**src/rtl/river_pkg.sv**
```systemverilog
// Shared definitions for the machine-mode trap/return sequencer:
// cause codes, CSR bit positions, FSM state encoding and the
// MSTATUS update helpers used when a trap or MRET is taken.
package river_pkg;

  typedef enum logic [1:0] {
    IDLE     = 2'd0,
    COMMIT   = 2'd1,
    REDIRECT = 2'd2
  } exc_state_e;

  // Synchronous exception cause codes (MCAUSE[31] = 0)
  localparam logic [3:0] CAUSE_INST_MISALIGNED  = 4'd0;
  localparam logic [3:0] CAUSE_INST_FAULT       = 4'd1;
  localparam logic [3:0] CAUSE_ILLEGAL          = 4'd2;
  localparam logic [3:0] CAUSE_BREAKPOINT       = 4'd3;
  localparam logic [3:0] CAUSE_LOAD_MISALIGNED  = 4'd4;
  localparam logic [3:0] CAUSE_LOAD_FAULT       = 4'd5;
  localparam logic [3:0] CAUSE_STORE_MISALIGNED = 4'd6;
  localparam logic [3:0] CAUSE_STORE_FAULT      = 4'd7;
  localparam logic [3:0] CAUSE_ECALL_M          = 4'd11;

  // Interrupt cause codes (MCAUSE[31] = 1)
  localparam logic [3:0] CODE_IRQ_SW    = 4'd3;
  localparam logic [3:0] CODE_IRQ_TIMER = 4'd7;
  localparam logic [3:0] CODE_IRQ_EXT   = 4'd11;

  // Bit positions of the incoming EXC_FLAGS_SM vector
  localparam int EXC_INST_MISALIGNED  = 0;
  localparam int EXC_INST_FAULT       = 1;
  localparam int EXC_ILLEGAL          = 2;
  localparam int EXC_EBREAK           = 3;
  localparam int EXC_LOAD_MISALIGNED  = 4;
  localparam int EXC_LOAD_FAULT       = 5;
  localparam int EXC_STORE_MISALIGNED = 6;
  localparam int EXC_STORE_FAULT      = 7;

  // Bit positions of the IRQ_I vector
  localparam int IRQ_SW    = 0;
  localparam int IRQ_TIMER = 1;
  localparam int IRQ_EXT   = 2;

  // MSTATUS fields
  localparam int MSTATUS_MIE    = 3;
  localparam int MSTATUS_MPIE   = 7;
  localparam int MSTATUS_MPP_LO = 11;
  localparam int MSTATUS_MPP_HI = 12;

  // MIE / MIP bit positions
  localparam int MIP_MSIP = 3;
  localparam int MIP_MTIP = 7;
  localparam int MIP_MEIP = 11;

  localparam logic [1:0]  TVEC_VECTORED = 2'b01;
  localparam logic [31:0] INST_ECALL    = 32'h0000_0073;

  // Trap entry: stash MIE into MPIE, disable interrupts, MPP = machine
  function automatic logic [31:0] trap_mstatus(input logic [31:0] s);
    logic [31:0] r;
    r = s;
    r[MSTATUS_MPIE] = s[MSTATUS_MIE];
    r[MSTATUS_MIE]  = 1'b0;
    r[MSTATUS_MPP_HI:MSTATUS_MPP_LO] = 2'b11;
    return r;
  endfunction

  // Trap return: restore MIE from MPIE, set MPIE, MPP stays machine-only
  function automatic logic [31:0] mret_mstatus(input logic [31:0] s);
    logic [31:0] r;
    r = s;
    r[MSTATUS_MIE]  = s[MSTATUS_MPIE];
    r[MSTATUS_MPIE] = 1'b1;
    r[MSTATUS_MPP_HI:MSTATUS_MPP_LO] = 2'b11;
    return r;
  endfunction

  // Address-class causes report the faulting address, illegal reports the
  // instruction word, everything else reports zero
  function automatic logic [31:0] sync_mtval(input logic [3:0]  cause,
                                             input logic [31:0] adr,
                                             input logic [31:0] inst);
    logic [31:0] r;
    case (cause)
      CAUSE_INST_MISALIGNED, CAUSE_INST_FAULT,
      CAUSE_LOAD_MISALIGNED, CAUSE_LOAD_FAULT,
      CAUSE_STORE_MISALIGNED, CAUSE_STORE_FAULT: r = adr;
      CAUSE_ILLEGAL:                             r = inst;
      default:                                   r = 32'h0;
    endcase
    return r;
  endfunction

endpackage

```
**src/rtl/exception_unit_irq_sync.sv**
```systemverilog
// Multi-flop synchronizer for the three asynchronous interrupt lines.
module irq_sync
  import river_pkg::*;
#(
  parameter int SYNC_STAGES = 2
) (
  input  logic       clk,
  input  logic       reset,
  input  logic [2:0] irq_i,
  output logic [2:0] irq_o
);

  logic [SYNC_STAGES-1:0][2:0] sync_q;

  // Shift each IRQ line through SYNC_STAGES flops; index 0 is the capture flop
  always_ff @(posedge clk) begin
    if (reset) begin
      sync_q <= '0;
    end else begin
      sync_q <= {sync_q[SYNC_STAGES-2:0], irq_i};
    end
  end

  assign irq_o = sync_q[SYNC_STAGES-1];

endmodule

```
**src/rtl/exception_unit.sv**
```systemverilog
// Machine-mode trap and MRET sequencer at the memory stage. An accepted
// event is captured in IDLE, the CSR write strobe fires in COMMIT and the
// fetch redirect fires in REDIRECT, with the pipeline flushed in both.
module exception_unit
  import river_pkg::*;
#(
  parameter int SYNC_STAGES = 2
) (
  input  logic        clk,
  input  logic        reset,
  input  logic        VALID_SM,
  input  logic [31:0] PC_SM,
  input  logic [31:0] INST_SM,
  input  logic [31:0] ADR_SM,
  input  logic [7:0]  EXC_FLAGS_SM,
  input  logic        MRET_SM,
  input  logic [2:0]  IRQ_I,
  input  logic [31:0] MSTATUS_RC,
  input  logic [31:0] MTVEC_VALUE_RC,
  input  logic [31:0] MIE_VALUE_RC,
  input  logic [31:0] MEPC_SC,
  output logic        EXCEPTION_SM,
  output logic [31:0] MSTATUS_WDATA_SM,
  output logic [31:0] MEPC_WDATA_SM,
  output logic [31:0] MCAUSE_WDATA_SM,
  output logic [31:0] MTVAL_WDATA_SM,
  output logic [31:0] MIP_WDATA_SM,
  output logic        FLUSH_SE,
  output logic        REDIRECT_VALID_SE,
  output logic [31:0] REDIRECT_PC_SE
);

  logic [2:0]  irq_sync_w;
  logic [2:0]  irq_pend;
  logic [3:0]  irq_code;
  logic [3:0]  sync_code;
  logic        take_irq;
  logic        take_sync;
  logic        is_ecall;
  logic        accept;
  logic [31:0] tvec_base;

  logic [31:0] mstatus_d, mepc_d, mcause_d, mtval_d, mip_d, target_d;

  exc_state_e  state_q;
  logic        exc_q, flush_q, redir_q;
  logic [31:0] mstatus_q, mepc_q, mcause_q, mtval_q, mip_q, target_q;

  // Only bits 3/7/11 of MIE gate interrupts; the rest are intentionally ignored
  logic unused_mie;
  assign unused_mie = ^MIE_VALUE_RC;

  irq_sync #(
    .SYNC_STAGES(SYNC_STAGES)
  ) u_irq_sync (
    .clk   (clk),
    .reset (reset),
    .irq_i (IRQ_I),
    .irq_o (irq_sync_w)
  );

  // Event arbitration and CSR write-data formation for a candidate event
  always_comb begin
    irq_pend = irq_sync_w
             & {MIE_VALUE_RC[MIP_MEIP], MIE_VALUE_RC[MIP_MTIP], MIE_VALUE_RC[MIP_MSIP]}
             & {3{MSTATUS_RC[MSTATUS_MIE]}};
    take_irq = |irq_pend;

    irq_code = CODE_IRQ_TIMER;
    if (irq_pend[IRQ_EXT])     irq_code = CODE_IRQ_EXT;
    else if (irq_pend[IRQ_SW]) irq_code = CODE_IRQ_SW;

    is_ecall  = (EXC_FLAGS_SM == 8'h00) && (INST_SM == INST_ECALL);
    take_sync = (|EXC_FLAGS_SM) || is_ecall;

    sync_code = CAUSE_STORE_FAULT;
    if (EXC_FLAGS_SM[EXC_INST_FAULT])            sync_code = CAUSE_INST_FAULT;
    else if (EXC_FLAGS_SM[EXC_ILLEGAL])          sync_code = CAUSE_ILLEGAL;
    else if (EXC_FLAGS_SM[EXC_INST_MISALIGNED])  sync_code = CAUSE_INST_MISALIGNED;
    else if (is_ecall)                           sync_code = CAUSE_ECALL_M;
    else if (EXC_FLAGS_SM[EXC_EBREAK])           sync_code = CAUSE_BREAKPOINT;
    else if (EXC_FLAGS_SM[EXC_LOAD_MISALIGNED])  sync_code = CAUSE_LOAD_MISALIGNED;
    else if (EXC_FLAGS_SM[EXC_STORE_MISALIGNED]) sync_code = CAUSE_STORE_MISALIGNED;
    else if (EXC_FLAGS_SM[EXC_LOAD_FAULT])       sync_code = CAUSE_LOAD_FAULT;

    accept = VALID_SM && (take_irq || take_sync || MRET_SM);

    tvec_base = {MTVEC_VALUE_RC[31:2], 2'b00};

    mip_d           = 32'h0;
    mip_d[MIP_MSIP] = irq_sync_w[IRQ_SW];
    mip_d[MIP_MTIP] = irq_sync_w[IRQ_TIMER];
    mip_d[MIP_MEIP] = irq_sync_w[IRQ_EXT];

    mstatus_d = trap_mstatus(MSTATUS_RC);
    mepc_d    = PC_SM;
    mcause_d  = 32'h0;
    mtval_d   = 32'h0;
    target_d  = tvec_base;

    if (take_irq) begin
      mcause_d = {1'b1, 27'b0, irq_code};
      if (MTVEC_VALUE_RC[1:0] == TVEC_VECTORED)
        target_d = tvec_base + {26'b0, irq_code, 2'b00};
    end else if (take_sync) begin
      mcause_d = {28'b0, sync_code};
      mtval_d  = sync_mtval(sync_code, ADR_SM, INST_SM);
    end else begin
      // MRET: MCAUSE/MTVAL have no read port here, so re-send the last
      // values this unit wrote, which is what those CSRs hold
      mstatus_d = mret_mstatus(MSTATUS_RC);
      mepc_d    = MEPC_SC;
      mcause_d  = mcause_q;
      mtval_d   = mtval_q;
      target_d  = {MEPC_SC[31:2], 2'b00};
    end
  end

  // Sequencer: capture in IDLE, CSR strobe in COMMIT, redirect in REDIRECT
  always_ff @(posedge clk) begin
    if (reset) begin
      state_q   <= IDLE;
      exc_q     <= 1'b0;
      flush_q   <= 1'b0;
      redir_q   <= 1'b0;
      mstatus_q <= 32'h0;
      mepc_q    <= 32'h0;
      mcause_q  <= 32'h0;
      mtval_q   <= 32'h0;
      mip_q     <= 32'h0;
      target_q  <= 32'h0;
    end else begin
      case (state_q)
        IDLE: begin
          if (accept) begin
            state_q   <= COMMIT;
            exc_q     <= 1'b1;
            flush_q   <= 1'b1;
            mstatus_q <= mstatus_d;
            mepc_q    <= mepc_d;
            mcause_q  <= mcause_d;
            mtval_q   <= mtval_d;
            mip_q     <= mip_d;
            target_q  <= target_d;
          end
        end
        COMMIT: begin
          state_q <= REDIRECT;
          exc_q   <= 1'b0;
          redir_q <= 1'b1;
        end
        REDIRECT: begin
          state_q <= IDLE;
          redir_q <= 1'b0;
          flush_q <= 1'b0;
        end
        default: begin
          state_q <= IDLE;
          exc_q   <= 1'b0;
          redir_q <= 1'b0;
          flush_q <= 1'b0;
        end
      endcase
    end
  end

  assign EXCEPTION_SM      = exc_q;
  assign FLUSH_SE          = flush_q;
  assign REDIRECT_VALID_SE = redir_q;
  assign REDIRECT_PC_SE    = target_q;
  assign MSTATUS_WDATA_SM  = mstatus_q;
  assign MEPC_WDATA_SM     = mepc_q;
  assign MCAUSE_WDATA_SM   = mcause_q;
  assign MTVAL_WDATA_SM    = mtval_q;
  assign MIP_WDATA_SM      = mip_q;

endmodule

```
**config.mk**
```make
export PLATFORM = sky130hd
export DESIGN_NAME = exception_unit
export DESIGN_NICKNAME = d
export VERILOG_FILES = /design/src/rtl/river_pkg.sv /design/src/rtl/exception_unit_irq_sync.sv /design/src/rtl/exception_unit.sv
export SDC_FILE = /design/constraint.sdc
export NUM_CORES = 1
export LEC_CHECK = 0
export BUFFER_PORTS_ARGS = -buffer_cell sky130_fd_sc_hd__buf_4
export CAP_MARGIN = 20
export CORE_AREA = 2 2 170 172
export DETAILED_ROUTE_END_ITERATION = 8
export DIE_AREA = 0 0 172 174
export PLACE_DENSITY = 0.56
export SLEW_MARGIN = 30
export SYNTH_ARGS = -nofsm -noshare
export SYNTH_HDL_FRONTEND = slang
export SYNTH_HIERARCHICAL = 1
export SYNTH_SLANG_ARGS = --single-unit
```
**constraint.sdc**
```tcl
create_clock -name clk -period 8.7 [get_ports clk]
set_input_delay 1.305 -clock clk [delete_from_list [all_inputs] [get_ports clk]]
set_output_delay 1.305 -clock clk [all_outputs]
set_load 0.02 [all_outputs]
```
==> results of run 1 <==
## path summary, 6_finish.rpt
kind / start / end / slack, ns
setup / recovery: EXC_FLAGS_SM[5] / MSTATUS_WDATA_SM[7] / 4.74
hold / removal: u_irq_sync/sync_q[1] / u_irq_sync/irq_o[1] / 0.43
setup reg to reg: u_irq_sync/irq_o[2] / REDIRECT_PC_SE[26] / 5.55
hold reg to reg: u_irq_sync/sync_q[1] / u_irq_sync/irq_o[1] / 0.43
## flip-flops by register name, indices dropped and copies added, names as in the netlist
register           cells
state_q                2
MTVAL_WDATA_SM        32
MIP_WDATA_SM           3
FLUSH_SE               1
u_irq_sync/sync_q      3
u_irq_sync/irq_o       3
MEPC_WDATA_SM         32
MSTATUS_WDATA_SM      31
EXCEPTION_SM           1
MCAUSE_WDATA_SM        5
REDIRECT_VALID_SE      1
REDIRECT_PC_SE        30
## where the power goes
part	internal [W]	switching, W	leakage (nW)
clock	0.000439	0.000310	0.276
combinational	0.000187	0.000240	3.09
sequential	0.000708	0.0000256	1.19
## kinds of logic after synthesis
| family | Yosys count |
|---|---|
| multiplexers | 3 |
| XOR/XNOR | 4 |
| buffers and inverters | 135 |
| adder cells (fa/ha/maj) | 3 |
| flip-flops | 144 |
| AO/OA/AOI/OAI | 256 |
| other | 1 |
| AND/OR/NAND/NOR | 324 |
## layout make-up
class                           count  area [um^2]  area share [%]
Multi-Input combinational cell    648         3810            36.0
Sequential cell                   144         2880            27.3
Timing Repair Buffer              364         2780            26.3
Tap cell                          384          480            4.54
Clock buffer                       20          457            4.32
Clock inverter                     11          130            1.23
Inverter                            9         33.8           0.320
## through the flow
step	hold slack [ns]	std cells	util [%]	cell area, um^2
final	0.434	1580	37.4	10600
after detailed placement	0.420	1548	35.3	9960
after CTS	0.434	1579	37.3	10500
after global placement	0.417	1546	35.1	9910
after global routing	0.457	1580	37.4	10600
after floorplan	0.414	927	-	7440
## cells in the final DEF, fill, tap and decap left out, types with 3 or more instances in the layout
| cell type | synthesis | routed |
|---|---|---|
| o22ai_1 | 3 | 3 |
| o21a_1 | 6 | 6 |
| nand2b_1 | 9 | 9 |
| a22o_1 | 33 | 33 |
| inv_1 | 8 | 8 |
| inv_6 | 0 | 3 |
| o311ai_0 | 4 | 4 |
| a21oi_1 | 52 | 52 |
| dfxtp_1 | 144 | 144 |
| conb_1 | 1 | 58 |
| ha_1 | 3 | 3 |
| nor2b_1 | 11 | 10 |
| a31oi_1 | 4 | 4 |
| a311oi_1 | 30 | 30 |
| buf_4 | 65 | 361 |
| or4_1 | 5 | 5 |
| o21bai_1 | 4 | 3 |
| nor4_1 | 9 | 9 |
| a32o_1 | 32 | 32 |
| nand4_1 | 9 | 9 |
| xnor2_1 | 3 | 3 |
| and2_1 | 4 | 3 |
| o31a_1 | 4 | 4 |
| nand2_1 | 111 | 111 |
| a211oi_1 | 24 | 24 |
| o21ai_0 | 26 | 25 |
| clkbuf_16 | 0 | 17 |
| nor2_1 | 97 | 96 |
| nand3_1 | 8 | 8 |
| or2_2 | 3 | 3 |
| and3_1 | 4 | 4 |
| clkinvlp_4 | 0 | 4 |
| o211ai_1 | 14 | 14 |
| nor3_1 | 25 | 25 |
| or3_1 | 14 | 14 |
## critical path, stage by stage
cell and delay, ns:
buf_4 0.11, or4_4 0.56, a2111oi_2 0.52, a21boi_4 0.26, buf_4 0.45, a21oi_4 0.19, buf_4 0.27, buf_16 0.23
o22ai_1 0.20, nor2_1 0.06
## metal layers
layer | vias to the layer above | track usage [%] | share of wire [%]
met1 | 3536 | 23.8 | 42
met3 | 23 | 6.08 | 8.7
li1 | 3701 | - | -
met5 | - | 0 | 0
met4 | 0 | 4.76 | 1.6
met2 | 316 | 31.7 | 48
==> results_dict.tcl, run 1 <==
set metrics [dict create \
    dominant_combinational_cell_family_by_area_after_synthesis "compound AO/OA/AOI/OAI gates" \
    fillCellCount 3008 \
    hold_buffers 0 \
    clock_skew_ns 0.0121 \
    floorplan.die_area_um2 29900 \
    number_of_global_route_vias_before_repair 7381 \
    synth.cell_area_um2 7220 \
    cts_sinks 144 \
    initialDrtViolationCount 475 \
    ir_drop_mv 0.104 \
    grt_setup_unrepaired "no" \
    detail_route.vias_per_cell 4.79 \
    timing.fmax_mhz 253 \
    timing.final.hold_violations 0 \
    clk_path_buf_depth 2 \
    drt-wirelength-per-cell_um 18.5 \
    synthesis.area_per_instance_um2 8.30 \
    synth-seq-cells 144 \
    overflow 0 \
    count_of_unique_library_cells_instantiated_by_yosys 69 \
    tritoncts "built" \
    synthSimpleGateAreaFrac_pct 21.0 \
    final_critical_path_setup_slack_ns 4.74 \
    place_hpwl_mm 21.6 \
    synth_compound_area_share_pct 26.6 \
    share_of_final_layout_standard_cells_stronger_than_drive_strength_1_pct 34.8 \
    clk_pin_slew_ns 0.07 \
    cp_data_arrival_time_ns 4.24 \
    reg2reg_depth 10 \
    rows 62 \
    antenna-diode-count 0 \
    num_io_pins 434 \
    ant_nets 0 \
    tightest_slew_ns 0.772 \
    drt_first_pass_iters 5 \
    die-width_um 172 \
    cts_setup_buffers 0 \
    final_max_slew_viol_count 0 \
    summed_negative_setup_slack_over_all_endpoints_ns 0 \
    clk-insertion-delay-late_ns 0.42 \
    yosys.cell_count.top_type "dfxtp_1" \
    synthesis.instances 870 \
    detail_route.wirelength_mm 29.3 \
    power.density_nw_per_um2 181 \
    ys_top_cells_by_count "dfxtp_1 (144), nand2_1 (111), nor2_1 (97), buf_4 (65), a21oi_1 (52)" \
    maxSlewHeadroom_pct 48.5 \
    synth_enable_flop_cells 0 \
    required_ns 8.98 \
    muxShareOfSynthArea_pct 0.433 \
    layout_worst_path_cycle_share_pct 45.5 \
    static-leakage-power_nw 4.55 \
    h-tree-depth 4 \
    detailedPlace.worstSlack_ns 4.25 \
    max-cap-violations 0 \
    clk_root_buffer_cell "clkbuf_16" \
    post_cts_resized 0 \
    period_minus_slack_ns 3.96 \
    antenna_found_initial 1 \
    buffer_ports.inserted 344 \
    fp.coreArea_um2 28200 \
    cts_made_buffers 17 \
    global_route_wire_length_before_repair_mm 43.7 \
    synth_top_area_cell "dfxtp_1" \
    cp-end-kind "register" \
    global_route.usage.total_pct 19.1 \
    finalSetupViolations 0 \
    synthToLayoutAreaGrowth_pct 46.3 \
    worst-path-max-fanout 65 \
    yosys.area_share.adder_pct 0.520 \
    grt_max_degree 88 \
    num-nets-final 1426 \
    synth_top_cell_area_share_pct 39.9 \
    floorplan.initialDensity_pct 25.6 \
    via_count 7576 \
    outcome "finished, final reports clean" \
    post_synth_xor_area_fraction_pct 0.485 \
    dieHeight_um 174 \
    number_of_warnings_reported_in_the_yosys_synthesis_log 6 \
    place.gp.congestion 0.777 \
    synth-async-reset-ratio_pct 0 \
    setup.worst_path.class "input port to register" \
    netlist_top_cells_area "dfxtp_1 (40%), buf_4 (6.8%), nand2_1 (5.8%), nor2_1 (5.0%), a32o_1 (4.4%)" \
    synth_top_flop_cell "dfxtp_1" \
    post-route-drc-count 0 \
    hold_path_depth 1 \
    synth-seq-area-share_pct 39.9 \
    critical_path.startpoint_type "input port" \
    min-delay-path-class "register to register" \
    report.power.total_w 0.00191 \
]
Power figures use the tool's default switching activity.
==> inputs of run 2 (changes only) <==
--- a/config.mk
+++ b/config.mk
@@ -7,10 +7,10 @@
 export LEC_CHECK = 0
 export BUFFER_PORTS_ARGS = -buffer_cell sky130_fd_sc_hd__buf_4
 export CAP_MARGIN = 20
-export CORE_AREA = 2 2 170 172
+export CORE_AREA = 2 2 169 171
 export DETAILED_ROUTE_END_ITERATION = 8
-export DIE_AREA = 0 0 172 174
-export PLACE_DENSITY = 0.56
+export DIE_AREA = 0 0 171 173
+export PLACE_DENSITY = 0.59
 export SLEW_MARGIN = 30
 export SYNTH_ARGS = -nofsm -noshare
 export SYNTH_HDL_FRONTEND = slang
==> constraint.sdc (replaced) <==
create_clock -name clk -period 3.3 [get_ports clk]
set_input_delay 0.495 -clock clk [delete_from_list [all_inputs] [get_ports clk]]
set_output_delay 0.495 -clock clk [all_outputs]
set_load 0.02 [all_outputs]
==> run 2 against run 1 <==
Effect of this change:
- via count is 1.6% higher
- critical endpoint is now REDIRECT_PC_SE[26]
- worst hold slack worse by 0.15 ns
- die area is 1.2% lower
- total power grew to 2.6 times the previous value
- critical path depth is 1 lower
- clock power grew to 2.5 times the previous value
- clock skew is 0.0021 ns lower
- setup slack worse by 4.2 ns
==> results_dict.tcl, run 2 (synthesis results as in run 1) <==
set metrics [dict create \
    post-route-drc-count 0 \
    buffer_ports.inserted 344 \
    cts_made_buffers 17 \
    hold_path_startpoint "IRQ_I[0]" \
    power.density_nw_per_um2 466 \
    cts_setup_buffers 0 \
    detail_route.wirelength_mm 29.4 \
    tightest_slew_ns 0.601 \
    critical_path.startpoint_type "register" \
    number_of_global_route_vias_before_repair 7348 \
    period_minus_slack_ns 2.75 \
    dieHeight_um 173 \
    clock_skew_ns 0.00992 \
    clk-insertion-delay-late_ns 0.43 \
    outcome "finished, final reports clean" \
    min_delay_worst_endpoint "u_irq_sync/sync_q[0]" \
    tritoncts "built" \
    reg2reg_depth 9 \
    static-leakage-power_nw 4.60 \
    final_max_slew_viol_count 0 \
    r2r-end "REDIRECT_PC_SE[26]" \
    floorplan.initialDensity_pct 26.1 \
    h-tree-depth 4 \
    cp_data_arrival_time_ns 3.10 \
    global_route.usage.total_pct 19.0 \
    initialDrtViolationCount 397 \
    grt_setup_unrepaired "no" \
    ant_nets 0 \
    antenna_found_initial 1 \
    min-delay-path-class "input port to register" \
    report.power.total_w 0.00495 \
    setup.worst_path.class "register to register" \
    finalSetupViolations 0 \
    rows 61 \
    post_cts_resized 0 \
    max-cap-violations 0 \
    overflow 0 \
    die-width_um 171 \
    drt-wirelength-per-cell_um 18.5 \
    cp-end-kind "register" \
    cts_sinks 144 \
    num_io_pins 434 \
    required_ns 3.64 \
    place.gp.congestion 0.806 \
    hold_buffers 0 \
    timing.fmax_mhz 363 \
    timing.final.hold_violations 0 \
    worst-path-max-fanout 5 \
    final_cell_mix "buf_4 (372), dfxtp_1 (144), nand2_1 (111), nor2_1 (96), conb_1 (58)" \
    clk_pin_slew_ns 0.06 \
    final_common_cell "buf_4" \
    layout_worst_path_cycle_share_pct 83.5 \
    via_count 7694 \
    global_route_wire_length_before_repair_mm 43.2 \
    grt_max_degree 73 \
    clk_path_buf_depth 2 \
    final.hold.worst_slack_ns 0.284 \
    place_hpwl_mm 22.2 \
    hold_path_depth 2 \
    worst_r2r_startpoint "u_irq_sync/irq_o[2]" \
    detail_route.vias_per_cell 4.86 \
    maxSlewHeadroom_pct 59.8 \
    share_of_final_layout_standard_cells_stronger_than_drive_strength_1_pct 35.4 \
    r2r_slack_ns 0.55 \
    clk_root_buffer_cell "clkbuf_16" \
    fp.coreArea_um2 27600 \
    floorplan.die_area_um2 29600 \
    num-nets-final 1438 \
    drt_first_pass_iters 4 \
    synthToLayoutAreaGrowth_pct 47.0 \
    ir_drop_mv 0.251 \
    summed_negative_setup_slack_over_all_endpoints_ns 0 \
]
[run 2: cell count changes in the layout (fill, tap and decap cells not counted), moves of 2 or more]
cell / previous run / this run
buf_12: 0 / 4
buf_4: 361 / 372
buf_16: 2 / 0
inv_6: 3 / 0
clkinvlp_4: 4 / 2
clkinv_2: 1 / 4
clkinv_4: 1 / 3
clkbuf_8: 2 / 0
[run 2: worst max path at each step]
stage	startpoint	endpoint	slack, ns	depth (start not counted)
global placement	INST_SM[12]	REDIRECT_PC_SE[11]	0.22	8
global route	u_irq_sync/irq_o[2]	REDIRECT_PC_SE[26]	0.33	9
finish	u_irq_sync/irq_o[2]	REDIRECT_PC_SE[26]	0.55	9
floorplan	MIE_VALUE_RC[11]	REDIRECT_PC_SE[26]	0.45	10
CTS	u_irq_sync/irq_o[2]	REDIRECT_PC_SE[26]	0.50	9
detailed placement	INST_SM[12]	REDIRECT_PC_SE[30]	0.21	8
[run 2: routing by layer]
metal / vias up / global-route usage [%] / wire length (um)
met3: 39 / 5.06 / 2420
met4: 0 / 6.81 / 717
li1: 3721 / - / -
met5: - / 0 / 0
met2: 325 / 31.4 / 14000
met1: 3609 / 23.7 / 12300
[run 2: layout make-up]
type                            instances  area [um^2]
Tap cell                              378          473
Clock buffer                           17          425
Timing Repair Buffer                  376         2870
Antenna cell                            1         2.50
Fill cell                            2900        17000
Inverter                                9         33.8
Multi-Input combinational cell        648         3810
Clock inverter                         11          121
Sequential cell                       144         2880
[run 2: power by group]
group / leakage (nW) / total [W] / internal [W] / switching, W
logic: 3.14 / 0.00113 / 0.000498 / 0.000636
registers: 1.19 / 0.00194 / 0.00187 / 0.0000680
clock network: 0.266 / 0.00188 / 0.00109 / 0.000791
[run 2: metrics by stage]
| stage | area [um^2] | std cells | setup slack (ns) | utilization (%) |
|---|---|---|---|---|
| after floorplan | 7440 | 927 | 0.454 | - |
| after global placement | 10100 | 1555 | 0.217 | 36.4 |
| after detailed placement | 10100 | 1555 | 0.212 | 36.4 |
| after CTS | 10600 | 1583 | 0.497 | 38.4 |
| after global routing | 10600 | 1584 | 0.331 | 38.4 |
| final | 10600 | 1584 | 0.546 | 38.4 |
[run 2: worst max-delay path: stages (launching register included)]
cell,delay (ns)
dfxtp_1,0.35
a22o_1,0.17
nand2_1,0.11
ha_1,0.35
nor2b_1,0.20
o22ai_1,0.14
or3_1,0.42
or3_4,0.43
o311a_1,0.31
a211oi_2,0.20
==> inputs of run 3 (changes only) <==
--- a/config.mk
+++ b/config.mk
@@ -7,10 +7,10 @@
 export LEC_CHECK = 0
 export BUFFER_PORTS_ARGS = -buffer_cell sky130_fd_sc_hd__buf_4
 export CAP_MARGIN = 20
-export CORE_AREA = 2 2 169 171
+export CORE_AREA = 2 2 171 173
 export DETAILED_ROUTE_END_ITERATION = 8
-export DIE_AREA = 0 0 171 173
-export PLACE_DENSITY = 0.59
+export DIE_AREA = 0 0 173 175
+export PLACE_DENSITY = 0.56
 export SLEW_MARGIN = 30
 export SYNTH_ARGS = -nofsm -noshare
 export SYNTH_HDL_FRONTEND = slang
==> constraint.sdc (replaced) <==
create_clock -name clk -period 2.6 [get_ports clk]
set_input_delay 0.39 -clock clk [delete_from_list [all_inputs] [get_ports clk]]
set_output_delay 0.39 -clock clk [all_outputs]
set_load 0.02 [all_outputs]
==> run 3 against run 2 <==
Effect of this change:
- non-clock buffer count up 35
- largest power group is now clock
- sequential power rose by 27%
- cell area increased by 4.6%
==> results_dict.tcl, run 3 (synthesis results as in run 1) <==
set metrics [dict create \
    dieHeight_um 175 \
    cellInternalPower_w 0.00460 \
    drt_first_pass_iters 5 \
    power_frac_clock_pct 39.8 \
    finalSetupViolations 0 \
    num-nets-final 1473 \
    clk_root_buffer_cell "clkbuf_16" \
    tritoncts "built" \
    cts_made_buffers 17 \
    layout_worst_path_cycle_share_pct 95.6 \
    power.density_nw_per_um2 592 \
    setup.worst_path.class "register to register" \
    antenna-diode-count 0 \
    worstPathCellList "a22o_4 -> nand2_2 -> ha_4 -> nor2b_4 -> o22ai_2 -> or3_4 -> or3_4 -> o311a_1 -> a211oi_2" \
    floorplan.die_area_um2 30300 \
    detail_route.wirelength_mm 30.4 \
    report.power.total_w 0.00658 \
    static-leakage-power_nw 4.85 \
    postLayoutCellArea_um2 11100 \
    detail_route.vias_per_cell 4.84 \
    timing.critical_path.slowest_cell_delay_ns 0.41 \
    cp-end-kind "register" \
    clock_skew_ns 0.0121 \
    final.hold.worst_slack_ns 0.178 \
    power.switching_w 0.00198 \
    final_cell_mix "buf_4 (398), dfxtp_1 (144), nand2_1 (110), nor2_1 (96), conb_1 (58)" \
    antenna_found_initial 0 \
    min-delay-path-class "input port to register" \
    clk_pin_slew_ns 0.07 \
    place.gp.congestion 0.827 \
    share_of_final_layout_standard_cells_stronger_than_drive_strength_1_pct 37.6 \
    cp_common_cell "or3_4" \
    post-route-drc-count 0 \
    numPlacedInstances 1596 \
    place_hpwl_mm 23.0 \
    sw_frac_of_total_pct 30.1 \
    global_route.usage.total_pct 19.2 \
    number_of_global_route_vias_before_repair 7731 \
    hold_path_startpoint "IRQ_I[1]" \
    fillCellCount 2951 \
    buffer_ports.inserted 344 \
    num_io_pins 434 \
    combinational_fraction_of_design_power_pct 22.8 \
    share_seq_of_total_power_pct 37.4 \
    cts_sinks 144 \
    outcome "finished, final reports clean" \
    period_minus_slack_ns 2.49 \
    tightest_slew_ns 0.578 \
    fp.coreArea_um2 28400 \
    cp_data_arrival_time_ns 2.83 \
    drt-wirelength-per-cell_um 18.7 \
    final_common_cell "buf_4" \
    grt_max_degree 61 \
    clk-insertion-delay-late_ns 0.42 \
    rows 62 \
    worst_r2r_startpoint "u_irq_sync/irq_o[2]" \
    synthToLayoutAreaGrowth_pct 53.8 \
    floorplan.initialDensity_pct 25.4 \
    reg2reg_depth 9 \
    cpLargestDelayFamily "simple AND/OR/NAND/NOR gates" \
    ir_drop_mv 0.332 \
    max-cap-violations 0 \
    dpl_cell_area_um2 10500 \
    overflow 0 \
    layoutNonFillerInstCount 1628 \
    final_max_slew_viol_count 0 \
    worst-path-buf-inv 0 \
    cts_setup_buffers 0 \
    via_count 7879 \
    die-width_um 173 \
    required_ns 2.94 \
    critical_path.startpoint_type "register" \
    initialDrtViolationCount 438 \
    global_route_wire_length_before_repair_mm 45.2 \
    h-tree-depth 4 \
    r2r_slack_ns 0.11 \
    min_delay_worst_endpoint "u_irq_sync/sync_q[1]" \
    ant_nets 0 \
    r2r-end "REDIRECT_PC_SE[26]" \
    crit_slowest_cell "or3_4" \
    timing.fmax_mhz 402 \
    timing.final.hold_violations 0 \
    hold_path_depth 2 \
    maxSlewHeadroom_pct 61.4 \
    worst-path-max-fanout 5 \
    clk_path_buf_depth 2 \
    grt_setup_unrepaired "no" \
]
[run 3: cell count changes in the layout (fill, tap and decap cells not counted), sizes merged]
cell	change
inv	+2
clkinvlp	-1
diode	-1
clkinv	-2
buf	+35
clkbuf	+4
bufinv	+1
[run 3: cell type report]
| cell class | instances | area [um^2] | share of cell area (%) |
|---|---|---|---|
| Tap cell | 384 | 480 | 4.32 |
| Inverter | 9 | 33.8 | 0.304 |
| Timing Repair Buffer | 411 | 3250 | 29.2 |
| Clock inverter | 11 | 155 | 1.40 |
| Sequential cell | 144 | 2880 | 25.9 |
| Multi-Input combinational cell | 648 | 3860 | 34.7 |
| Clock buffer | 21 | 450 | 4.05 |
[run 3: worst max path at each step]
stage / from / end / slack, ns / cells past startpoint
after floorplan: u_irq_sync/irq_o[2] / REDIRECT_PC_SE[26] / 0.01 / 11
after CTS: u_irq_sync/irq_o[0] / REDIRECT_PC_SE[26] / 0.02 / 9
after detailed placement: INST_SM[9] / MTVAL_WDATA_SM[16] / -0.16 / 10
after global placement: INST_SM[9] / MTVAL_WDATA_SM[30] / -0.21 / 10
after global routing: u_irq_sync/irq_o[0] / REDIRECT_PC_SE[24] / 0.02 / 10
final: u_irq_sync/irq_o[2] / REDIRECT_PC_SE[26] / 0.11 / 9
[run 3: metrics by stage]
step | setup slack [ns] | setup TNS [ns] | utilization, %
floorplan | 0.0114 | 0 | -
global placement | -0.212 | -7.83 | 37.0
detailed placement | -0.159 | -5.96 | 37.0
CTS | 0.0189 | 0 | 39.1
global route | 0.0234 | 0 | 39.1
finish | 0.115 | 0 | 39.1
[run 3: power groups by stage]
stage / Clock [W] / Combinational [W] / Sequential [W]
6_report: 0.00262 / 0.00150 / 0.00246
5_1_grt: 0.00276 / 0.00161 / 0.00247
4_1_cts: 0.00269 / 0.00151 / 0.00246
3_5_place_dp: 0 / 0.00151 / 0.00250
3_3_place_gp: 0 / 0.00150 / 0.00250
2_1_floorplan: 0 / 0.000610 / 0.00268
[run 3: repair_timing]
| action | CTS | global route |
|---|---|---|
| endpoints found under the hold margin | 0 | 0 |
| endpoints found under the setup margin | 0 | 6 |
| resized for setup | 0 | 3 |
| hold buffers | 0 | 0 |
[run 3: worst reg2reg max path: stages, from the launching register on]
cell and delay, ns:
dfxtp_1 0.34, a22o_4 0.14, nand2_2 0.09, ha_4 0.28, nor2b_4 0.15, o22ai_2 0.10, or3_4 0.40, or3_4 0.41
o311a_1 0.31, a211oi_2 0.20
[run 3: metal layers]
metal | up-vias | share of wire [%] | track usage (%) | routed length, um
met5 | - | 0 | 0 | 0
met4 | 0 | 2.4 | 6.25 | 737
met3 | 32 | 8.3 | 5.74 | 2520
met2 | 336 | 49 | 32.5 | 14800
met1 | 3718 | 41 | 23.2 | 12400
li1 | 3793 | - | - | -
